<file path="config.mk">
export PLATFORM = sky130hd
export DESIGN_NAME = stack_stor_n
export DESIGN_NICKNAME = d
export VERILOG_FILES = /design/src/rtl/stor_pkg.sv /design/src/rtl/reg_d_en_stor_n.sv /design/src/rtl/stack_stor_n.sv
export SDC_FILE = /design/constraint.sdc
export NUM_CORES = 1
export LEC_CHECK = 0
export ABC_AREA = 1
export CORE_ASPECT_RATIO = 0.75
export CORE_MARGIN = 1
export CORE_UTILIZATION = 47
export DETAILED_ROUTE_END_ITERATION = 6
export GPL_TIMING_DRIVEN = 0
export PLACE_DENSITY = 0.78
export RECOVER_POWER = 25
export SETUP_SLACK_MARGIN = 0.2
export SKIP_CTS_REPAIR_TIMING = 1
export SLEW_MARGIN = 40
export SYNTH_ARGS = -nofsm -noshare
export SYNTH_HDL_FRONTEND = slang
export SYNTH_SLANG_ARGS = --single-unit
</file>
<file path="constraint.sdc">
create_clock -name CLK -period 2.5 [get_ports CLK]
set_clock_uncertainty 0.05 [all_clocks]
set_input_delay 0.25 -clock CLK [delete_from_list [all_inputs] [get_ports CLK]]
set_output_delay 0.25 -clock CLK [all_outputs]
set_load 0.01 [all_outputs]
</file>
<file path="src/rtl/stor_pkg.sv">
// stor_pkg: shared operation encoding and sizing helper for the data_storage blocks
package stor_pkg;

  typedef enum logic [2:0] {OP_HOLD, OP_CLR, OP_PUSH, OP_POP, OP_REPL} op_e;

  function automatic int cnt_w(input int depth);
    return $clog2(depth + 1);
  endfunction

endpackage

</file>
<file path="src/rtl/reg_d_en_stor_n.sv">
// reg_d_en_stor_n: WIDTH-bit D register with async active-low reset, sync clear and load enable
module reg_d_en_stor_n #(
  parameter int WIDTH = 8
) (
  input  logic             clk_i,
  input  logic             rst_ni,
  input  logic             clr_i,
  input  logic             en_i,
  input  logic [WIDTH-1:0] d_i,
  output logic [WIDTH-1:0] q_o
);

  // clear wins over load so a CLR cycle always leaves the word at zero
  always_ff @(posedge clk_i or negedge rst_ni)
    if (!rst_ni) q_o <= '0;
    else if (clr_i) q_o <= '0;
    else if (en_i) q_o <= d_i;

endmodule

</file>
<file path="src/rtl/stack_stor_n.sv">
// stack_stor_n: DEPTH x WIDTH LIFO with push, pop, replace-top, clear and sticky flags
module stack_stor_n
  import stor_pkg::*;
#(
  parameter  int WIDTH = 8,
  parameter  int DEPTH = 8,
  localparam int CW    = cnt_w(DEPTH)
) (
  input  logic             CLK,
  input  logic             RST,
  input  logic             EN,
  input  logic             CLR,
  input  logic             PUSH,
  input  logic             POP,
  input  logic [WIDTH-1:0] X,
  output logic [WIDTH-1:0] Z,
  output logic [CW-1:0]    COUNT,
  output logic             FULL,
  output logic             EMPTY,
  output logic             OVF,
  output logic             UNF
);

  op_e             op;
  logic [CW-1:0]   count_q, count_d, wr_idx;
  logic            ovf_q, ovf_d, unf_q, unf_d, wr;
  logic [WIDTH-1:0] word [DEPTH];

  assign FULL  = count_q == CW'(DEPTH);
  assign EMPTY = count_q == '0;
  assign COUNT = count_q;
  assign OVF   = ovf_q;
  assign UNF   = unf_q;

  // one operation per cycle; EN=0 decodes to hold so every register simply reloads itself
  always_comb
    op = !EN ? OP_HOLD : CLR ? OP_CLR : (PUSH && POP) ? OP_REPL :
         PUSH ? OP_PUSH : POP ? OP_POP : OP_HOLD;

  // occupancy, flags and write target; replace on an empty stack acts as a push
  always_comb begin
    count_d = op == OP_CLR ? '0 :
              ((op == OP_PUSH && !FULL) || (op == OP_REPL && EMPTY)) ? count_q + 1'b1 :
              (op == OP_POP && !EMPTY) ? count_q - 1'b1 : count_q;
    ovf_d   = op == OP_CLR ? 1'b0 : ovf_q | (op == OP_PUSH && FULL);
    unf_d   = op == OP_CLR ? 1'b0 : unf_q | (op == OP_POP && EMPTY);
    wr      = (op == OP_PUSH && !FULL) || op == OP_REPL;
    wr_idx  = (op == OP_REPL && !EMPTY) ? count_q - 1'b1 : count_q;
  end

  // count and sticky flag registers
  always_ff @(posedge CLK or negedge RST)
    if (!RST) begin
      count_q <= '0;
      ovf_q   <= 1'b0;
      unf_q   <= 1'b0;
    end else begin
      count_q <= count_d;
      ovf_q   <= ovf_d;
      unf_q   <= unf_d;
    end

  for (genvar g = 0; g < DEPTH; g++) begin : g_word
    reg_d_en_stor_n #(.WIDTH(WIDTH)) u_reg (
      .clk_i (CLK),
      .rst_ni(RST),
      .clr_i (op == OP_CLR),
      .en_i  (wr && wr_idx == CW'(g)),
      .d_i   (X),
      .q_o   (word[g])
    );
  end

  // top-of-stack select by comparison rather than indexing, so non-power-of-two DEPTH needs no range guard
  always_comb begin
    Z = '0;
    for (int i = 0; i < DEPTH; i++)
      if (count_q == CW'(i + 1)) Z = word[i];
  end

endmodule

</file>
==> flow_summary.json, run 1 <==
{
  "worstPathCellList": "buf_6 -> nor2_4 -> inv_2 -> nor2_4 -> buf_6 -> buf_6 -> nand2_2 -> nand2_2 -> nand2_2 -> nand3_2 -> nand2_2 -> nand2_2 -> nand2_2 -> nand2_1 -> buf_2",
  "grt_antenna_before_repair": 0,
  "io_pins": 30,
  "hold_start": "g_word[5].u_reg.q_o[2]",
  "rr_startpoint": "COUNT[0]",
  "drc": 0,
  "sw_frac_of_total_pct": 41.6,
  "cts_buffers": 9,
  "worst_pin_slew_ns": 1.03,
  "setup_viol": 1,
  "fmax_mhz": 397,
  "fin_crit_ns": 2.52,
  "timing.final.ws_setup_ns": -0.0186,
  "comb_power_share_pct": 48.4,
  "grt_pass1_wl_um": 19600,
  "wl_um": 13500,
  "die_width_um": 112,
  "powerDensity_mw_per_mm2": 882,
  "cp_slowest_stage_delay_ns": 0.39,
  "crit_type": "reg2out",
  "crit_slowest_cell": "dfrtp_1",
  "p_total_mw": 4.91,
  "crit_top_cell": "nand2_2",
  "p_int_mw": 2.87,
  "wl_per_cell_um": 17.5,
  "dp_hpwl_um": 8520,
  "clockRootBuffer": "clkbuf_16",
  "ir_drop_mv": 0.641,
  "seq_area_frac_synth_pct": 41.3,
  "synth.net_count": 598,
  "register_area_mm2": 0.00176,
  "ant_nets": 0,
  "nNetsFinal": 679,
  "grt-ovfl-total": 0,
  "io_buffers": 29,
  "cap_violations": 0,
  "syn-instance-count": 578,
  "leakage_nw": 3.07,
  "cts.sinks": 70,
  "gp_congestion": 0.914,
  "hold_slack_ns": 0.445,
  "hold_viol_final": 0,
  "seqPwrFrac_pct": 27.3,
  "design.die.area_mm2": 0.00942,
  "holdCritPathClass": "reg2reg",
  "multi_input_area_mm2": 0.00240,
  "rsz0062_at_grt": "yes",
  "drtIter0Drc": 553,
  "final_layout_size_suffix_gt1_share_pct": 25.3,
  "htree_levels": 3,
  "yosysUniqueCellTypes": 31,
  "layoutNonFillerInstCount": 771,
  "holdPathStages": 2,
  "clk_path_buf_depth": 2,
  "power_switching_mw": 2.04,
  "reg2reg_setup_slack_ns": 0.22,
  "grt_usage_pct": 27.4,
  "dp.cells": 716,
  "fin_setup_tns_ns": -0.0186,
  "area_growth_pct": 31.2,
  "n_fill_cell": 710,
  "pre_cts_slack_ns": -0.628,
  "start_util_pct": 49.4,
  "maxSlewViolCount": 0,
  "p_clk_share_pct": 24.3,
  "crit_path_start_kind": "flop",
  "critPathCaptureType": "output port",
  "syn-cell-area_mm2": 0.00425,
  "rows": 29,
  "synth-edff-count": 0,
  "clk_pin_slew_ns": 0.05,
  "viasPerCell": 5.75,
  "grt_max_degree": 53,
  "worst-r2r-cell-count": 10,
  "ys_seq_elements": 70,
  "crit_fanout": 5,
  "die_height_um": 84.3,
  "min_to": "g_word[5].u_reg.q_o[2]",
  "diodes": 0,
  "firstDrtPassIters": 5,
  "r2r_end": "g_word[2].u_reg.q_o[7]",
  "avgSynthCellArea_um2": 7.34,
  "cts_tree": "done",
  "yosysWarnings": 0,
  "insertion_delay_ns": 0.34,
  "relSlewSlack_pct": 31.2,
  "period_share_pct": 101,
  "grt_pass1_vias": 3815,
  "synth_ff_type": "dfrtp_1",
  "worstPathArrival_ns": 2.22,
  "outcome": "complete, but fails checks",
  "violations": "setup timing",
  "coreArea_mm2": 0.00860,
  "postSynth.asyncResetShare_pct": 100,
  "worstPathRequired_ns": 2.20,
  "vias": 4431
}
[power groups by stage]
stage | Clock [mW] | Sequential [mW] | Combinational (mW)
after global routing | 1.25 | 1.35 | 2.52
after global placement | 0 | 1.33 | 1.71
after detailed placement | 0 | 1.34 | 1.74
final | 1.19 | 1.34 | 2.38
after CTS | 1.20 | 1.32 | 1.74
after floorplan | 0 | 1.33 | 1.18
[metal layers]
layer	GRT usage, %	part of all wire [%]	up-vias
li1	-	-	2030
met1	40.8	43	2078
met2	38.3	43	285
met3	7.44	11	38
met4	8.72	2.5	0
met5	0	0	-
[layout by cell type, fill, tap and decap left out, drive strengths merged]
cell and instances:
nand2 198, nand3 158, dfrtp 70, buf 55, inv 48, nor2 48, clkbuf 27, clkdlybuf4s50 19
o21ai 11, or2 8, ha 6, clkinvlp 2, xor2 2, dlymetal6s2s 2, clkinv 2, a21oi 2
a31oi 1, nor3 1, xnor2 1, o211ai 1, dlygate4sd3 1
[critical path: cells and delay by family (launching register included)]
family,cells,cell delay (ns)
buffers and inverters,5,0.57
and+or+nand+nor,10,0.90
DFF,1,0.39
[cells by family (layout without fill, tap and decap cells)]
family / count (synthesis) / count (layout) / share of synthesized area [%]
AOI/OAI and AO/OA: 15 / 15 / 2.56
adders and majority gates: 6 / 6 / 1.77
buffers and inverters: 73 / 156 / 8.10
and+or+nand+nor: 411 / 413 / 45.7
DFF: 70 / 70 / 41.3
xor gates and xnor gates: 3 / 3 / 0.619
[Yosys cell counts, types with 3 or more instances]
master,number,area (um2)
nand2_1,187,702
nand3_1,155,776
dfrtp_1,70,1750
inv_1,45,169
nor2_1,37,139
clkbuf_1,9,33.8
nand2_2,9,56.3
or2_2,8,50.1
buf_6,7,78.8
ha_1,6,75.1
nor2_8,6,120
o21ai_0,6,30.0
buf_4,4,30.0
clkinv_1,3,11.3
inv_2,3,11.3
[per-stage QoR]
step	instance area (um2)	util, %
2_1_floorplan	4250	-
3_3_place_gp	4670	54.3
3_5_place_dp	4710	54.7
4_1_cts	4980	57.9
5_1_grt	5570	64.8
6_report	5570	64.8
[area by class of cell]
cell class	count	share of cell area (%)
well taps	108	2.43
multi-input cells	437	43.1
inverters	51	3.80
plain buffers	22	3.26
clock buffers	14	4.74
clock inverters	1	0.0898
flip-flops and latches	70	31.5
repair buffers	68	11.1
[how the worst max path moves through the flow]
| stage | to | slack [ns] | startpoint |
|---|---|---|---|
| global route | Z[2] | -0.11 | COUNT[0] |
| global placement | g_word[7].u_reg.q_o[2] | -1.35 | RST |
| floorplan | Z[5] | 0.36 | COUNT[0] |
| detailed placement | Z[6] | -0.63 | COUNT[0] |
| CTS | Z[6] | -1.01 | COUNT[0] |
| finish | Z[2] | -0.02 | COUNT[2] |
[state kept, by name, indices dropped and copies added (netlist names)]
register / count
COUNT: 4
g_word.u_reg.q_o: 64
UNF: 1
OVF: 1
Power figures use the tool's default switching activity.
==> run 2, diff against run 1 <==
--- a/constraint.sdc
+++ b/constraint.sdc
@@ -4,2 +4,2 @@
 set_output_delay 0.25 -clock CLK [all_outputs]
-set_load 0.01 [all_outputs]
+set_load 0.1 [all_outputs]
==> flow_summary.json, run 2 (synthesized netlist as in run 1, its figures left out) <==
{
  "design.die.area_mm2": 0.00942,
  "holdPathStages": 2,
  "htree_levels": 3,
  "period_share_pct": 99.7,
  "worstPathArrival_ns": 2.19,
  "rsz0062_at_grt": "yes",
  "relSlewSlack_pct": 23.3,
  "die_height_um": 84.3,
  "met3_usage_pct": 6.43,
  "ir_drop_mv": 1.19,
  "hold_viol_final": 0,
  "final_layout_size_suffix_gt1_share_pct": 25.1,
  "die_width_um": 112,
  "top_register": "g_word.u_reg.q_o",
  "multi_input_area_mm2": 0.00244,
  "reg2reg_setup_slack_ns": 0.34,
  "register_area_mm2": 0.00176,
  "wl_um": 12900,
  "fin_setup_tns_ns": 0,
  "rr_startpoint": "COUNT[1]",
  "clk_path_buf_depth": 2,
  "rows": 29,
  "drtIter0Drc": 432,
  "grt-ovfl-total": 0,
  "vias": 4272,
  "coreArea_mm2": 0.00860,
  "nNetsFinal": 657,
  "crit_path_start_kind": "flop",
  "mostFrequentLayoutCells": "nand2_1, nand3_1, dfrtp_1, inv_1, nor2_1",
  "cts_tree": "done",
  "cts.sinks": 70,
  "insertion_delay_ns": 0.34,
  "worst-r2r-cell-count": 9,
  "leakage_nw": 2.92,
  "grt_usage_pct": 27.1,
  "io_pins": 30,
  "clockRootBuffer": "clkbuf_16",
  "fin_util_pct": 63.6,
  "grtUsageMet2_pct": 39.8,
  "outcome": "complete, no violations",
  "min_to": "g_word[6].u_reg.q_o[4]",
  "gp_congestion": 0.923,
  "critPathCaptureType": "output port",
  "diodes": 0,
  "worst_pin_slew_ns": 1.15,
  "io_buffers": 29,
  "drc": 0,
  "powerDensity_mw_per_mm2": 983,
  "setup_viol": 0,
  "grt_pass1_vias": 3805,
  "holdCritPathClass": "reg2reg",
  "worstPathRequired_ns": 2.20,
  "firstDrtPassIters": 7,
  "top_usage_layer": "met1",
  "ant_nets": 0,
  "crit_type": "reg2out",
  "fmax_mhz": 401,
  "start_util_pct": 49.4,
  "n_fill_cell": 718,
  "clk_pin_slew_ns": 0.06,
  "cts_buffers": 9,
  "maxSlewViolCount": 0,
  "crit_fanout": 10,
  "grt_max_degree": 50,
  "grt_antenna_before_repair": 0,
  "r2r_end": "g_word[3].u_reg.q_o[0]",
  "fin_crit_ns": 2.49,
  "grt_pass1_wl_um": 19600,
  "grtUsageMet1_pct": 40.0,
  "hold_start": "g_word[6].u_reg.q_o[4]",
  "area_growth_pct": 28.8,
  "largest_reg_flops": 64,
  "wl_per_cell_um": 17.2,
  "final_common_cell": "nand2_1",
  "cap_violations": 0,
  "dp_hpwl_um": 8400,
  "viasPerCell": 5.70
}
[run 2: cell count changes in the layout (fill, tap and decap cells not counted), sizes merged]
cell and delta:
buf -11, clkinvlp -1, clkbuf -5, clkinv +3, inv +1, clkdlybuf4s50 -7
dlymetal6s2s -2
[run 2: critical path, cell delays in order (launching register included)]
cell and delay [ns]:
dfrtp_4 0.51, inv_6 0.09, ha_2 0.19, inv_4 0.08, nor2_4 0.20, nand2_2 0.08
nand2_1 0.08, nand2_1 0.05, nand3_1 0.09, nand2_1 0.09, nand2_2 0.08, nand2_2 0.07
nand2_4 0.07, buf_12 0.17
[run 2: layout make-up]
class	count	area share [%]
timing repair buffer	46	8.60
buffer	22	3.07
clock inverter	4	0.412
multi-input combinational	437	44.7
clock buffer	11	4.62
inverter	51	3.91
tap	108	2.47
sequential	70	32.2
[run 2: layer usage]
layer | part of all wire [%] | vias up
met5 | 0 | -
met4 | 2.3 | 0
met3 | 12 | 33
met2 | 44 | 277
met1 | 42 | 1975
li1 | - | 1987
[run 2: worst max path at each step]
stage / start / endpoint / cells past startpoint
2_1_floorplan: COUNT[0] / Z[5] / 11
3_3_place_gp: RST / COUNT[1] / 1
3_5_place_dp: COUNT[0] / Z[2] / 11
4_1_cts: COUNT[0] / Z[2] / 11
5_1_grt: COUNT[1] / Z[4] / 13
6_report: COUNT[0] / Z[3] / 13
[run 2: through the flow]
step | cell area [um2] | setup WS [ns] | cells | power (mW) | hold WS, ns
floorplan | 4360 | 0.246 | 578 | 3.24 | -0.0956
global placement | 4790 | -1.77 | 715 | 3.76 | 0.424
detailed placement | 4750 | -0.255 | 716 | 3.71 | 0.0667
CTS | 5020 | -0.615 | 731 | 4.89 | -0.286
global route | 5470 | -0.133 | 749 | 5.60 | 0.464
finish | 5470 | 0.00760 | 749 | 5.38 | 0.444
[run 2: power by group]
group	internal (mW)	total (mW)	switching (mW)	leakage [nW]
clock	0.714	1.18	0.471	0.137
combinational	0.803	2.85	2.04	1.82
sequential	1.24	1.35	0.104	0.966
==> run 3, diff against run 2 <==
CORE_MARGIN = 2   (was 1)
==> flow_summary.json, run 3 (synthesized netlist as in run 1, its figures left out) <==
{
  "dp.cells": 716,
  "worstPathCellList": "buf_8 -> nor2_4 -> inv_2 -> nor2_4 -> nand3_2 -> nand2_1 -> nand2_1 -> nand3_1 -> nand2_1 -> nand2_2 -> nand2_2 -> nand2_4 -> buf_12",
  "met2_length_um": 6070,
  "htree_levels": 3,
  "final_common_cell": "nand2_1",
  "grt_antenna_before_repair": 0,
  "crit_slowest_cell": "dfrtp_2",
  "relSlewSlack_pct": 6.60,
  "pre_cts_slack_ns": -0.172,
  "die_height_um": 86.3,
  "powerDensity_mw_per_mm2": 1010,
  "design.die.area_mm2": 0.00982,
  "area_growth_pct": 32.8,
  "holdCritPathClass": "reg2reg",
  "top_register": "g_word.u_reg.q_o",
  "grt_pass1_vias": 3885,
  "fin_util_pct": 65.6,
  "worstPathRequired_ns": 2.20,
  "maxSlewViolCount": 0,
  "wl_per_cell_um": 17.9,
  "wl_met1_um": 5460,
  "wl_um": 13500,
  "cp_slowest_stage_delay_ns": 0.41,
  "ir_drop_mv": 1.24,
  "period_share_pct": 99.4,
  "hold_slack_ns": 0.443,
  "worstPathArrival_ns": 2.19,
  "cp_top_family": "simple AND/OR/NAND/NOR gates",
  "critPathCaptureType": "output port",
  "io_pins": 30,
  "worst_pin_slew_ns": 1.40,
  "grt-ovfl-total": 0,
  "cts.sinks": 70,
  "leakage_nw": 2.97,
  "largest_reg_flops": 64,
  "fin_crit_ns": 2.49,
  "crit_fanout": 8,
  "ant_nets": 0,
  "cts_buffers": 9,
  "viasPerCell": 5.81,
  "final_layout_size_suffix_gt1_share_pct": 26.6,
  "vias": 4366,
  "clockRootBuffer": "clkbuf_16",
  "start_util_pct": 49.4,
  "diodes": 0,
  "die_width_um": 114,
  "design_area_mm2": 0.00564,
  "crit_path_start_kind": "flop",
  "clk_pin_slew_ns": 0.06,
  "drtIter0Drc": 346,
  "insertion_delay_ns": 0.34,
  "firstDrtPassIters": 5,
  "cap_violations": 0,
  "grt_max_degree": 47,
  "setup_viol": 0,
  "met3_length_um": 1500,
  "coreArea_mm2": 0.00860,
  "drc": 0,
  "outcome": "complete, no violations",
  "gp_congestion": 0.888,
  "cts_tree": "done",
  "nNetsFinal": 659,
  "io_buffers": 29,
  "dp_hpwl_um": 8610,
  "grt_pass1_wl_um": 19100,
  "fmax_mhz": 402,
  "grt_usage_pct": 25.4,
  "clk_path_buf_depth": 2,
  "crit_top_cell": "nand2_1",
  "worst-path-buf-inv": 3,
  "placed_cell_area_mm2": 0.00474,
  "top_layer": "met4",
  "hold_viol_final": 0,
  "p_total_mw": 5.69,
  "mostFrequentLayoutCells": "nand2_1, nand3_1, dfrtp_1, inv_1, nor2_1",
  "crit_type": "reg2out",
  "timing.final.ws_setup_ns": 0.0146,
  "rows": 29,
  "fin_setup_tns_ns": 0,
  "layoutNonFillerInstCount": 752,
  "rsz0062_at_grt": "yes"
}
[run 3: metal layers]
layer | GRT usage (%) | vias to the layer above
met5 | 0 | -
met4 | 10.5 | 0
met3 | 5.38 | 51
met2 | 38.3 | 280
met1 | 36.0 | 2046
li1 | - | 1989
[run 3: area by class of cell]
class / instances / area, um2
flip-flops and latches: 70 / 1760
inverters: 51 / 221
plain buffers: 22 / 178
repair buffers: 48 / 531
well taps: 108 / 135
clock buffers: 9 / 225
clock inverters: 7 / 80.1
multi-input cells: 437 / 2510
fillers: 675 / 2960
[run 3: report_power, final]
part	switching (mW)	leakage [nW]	total, mW	internal [mW]
Combinational	2.08	1.86	2.98	0.897
Clock	0.569	0.143	1.35	0.786
Sequential	0.116	0.966	1.36	1.24
[run 3: path summary, 6_finish.rpt]
kind                                           to  slack, ns  cells after the start                   start
max                                          Z[1]       0.01                     13                COUNT[2]
min                        g_word[6].u_reg.q_o[4]       0.44                      2  g_word[6].u_reg.q_o[4]
min reg2reg                g_word[6].u_reg.q_o[4]       0.44                      2  g_word[6].u_reg.q_o[4]
max reg2reg                g_word[5].u_reg.q_o[7]       0.30                     10                COUNT[0]
min in group asynchronous  g_word[0].u_reg.q_o[3]       0.72                      2                     RST
max in group asynchronous                COUNT[1]       0.78                      3                     RST
[run 3: worst register-to-register path, stage by stage (launching register included)]
cell and delay (ns):
dfrtp_4 0.48, inv_6 0.06, ha_4 0.19, nand3_1 0.18, nand3_2 0.17, nand2_2 0.11
nand3_4 0.20, nor2_8 0.30, clkbuf_16 0.21, nand3_1 0.08, nand2_1 0.11
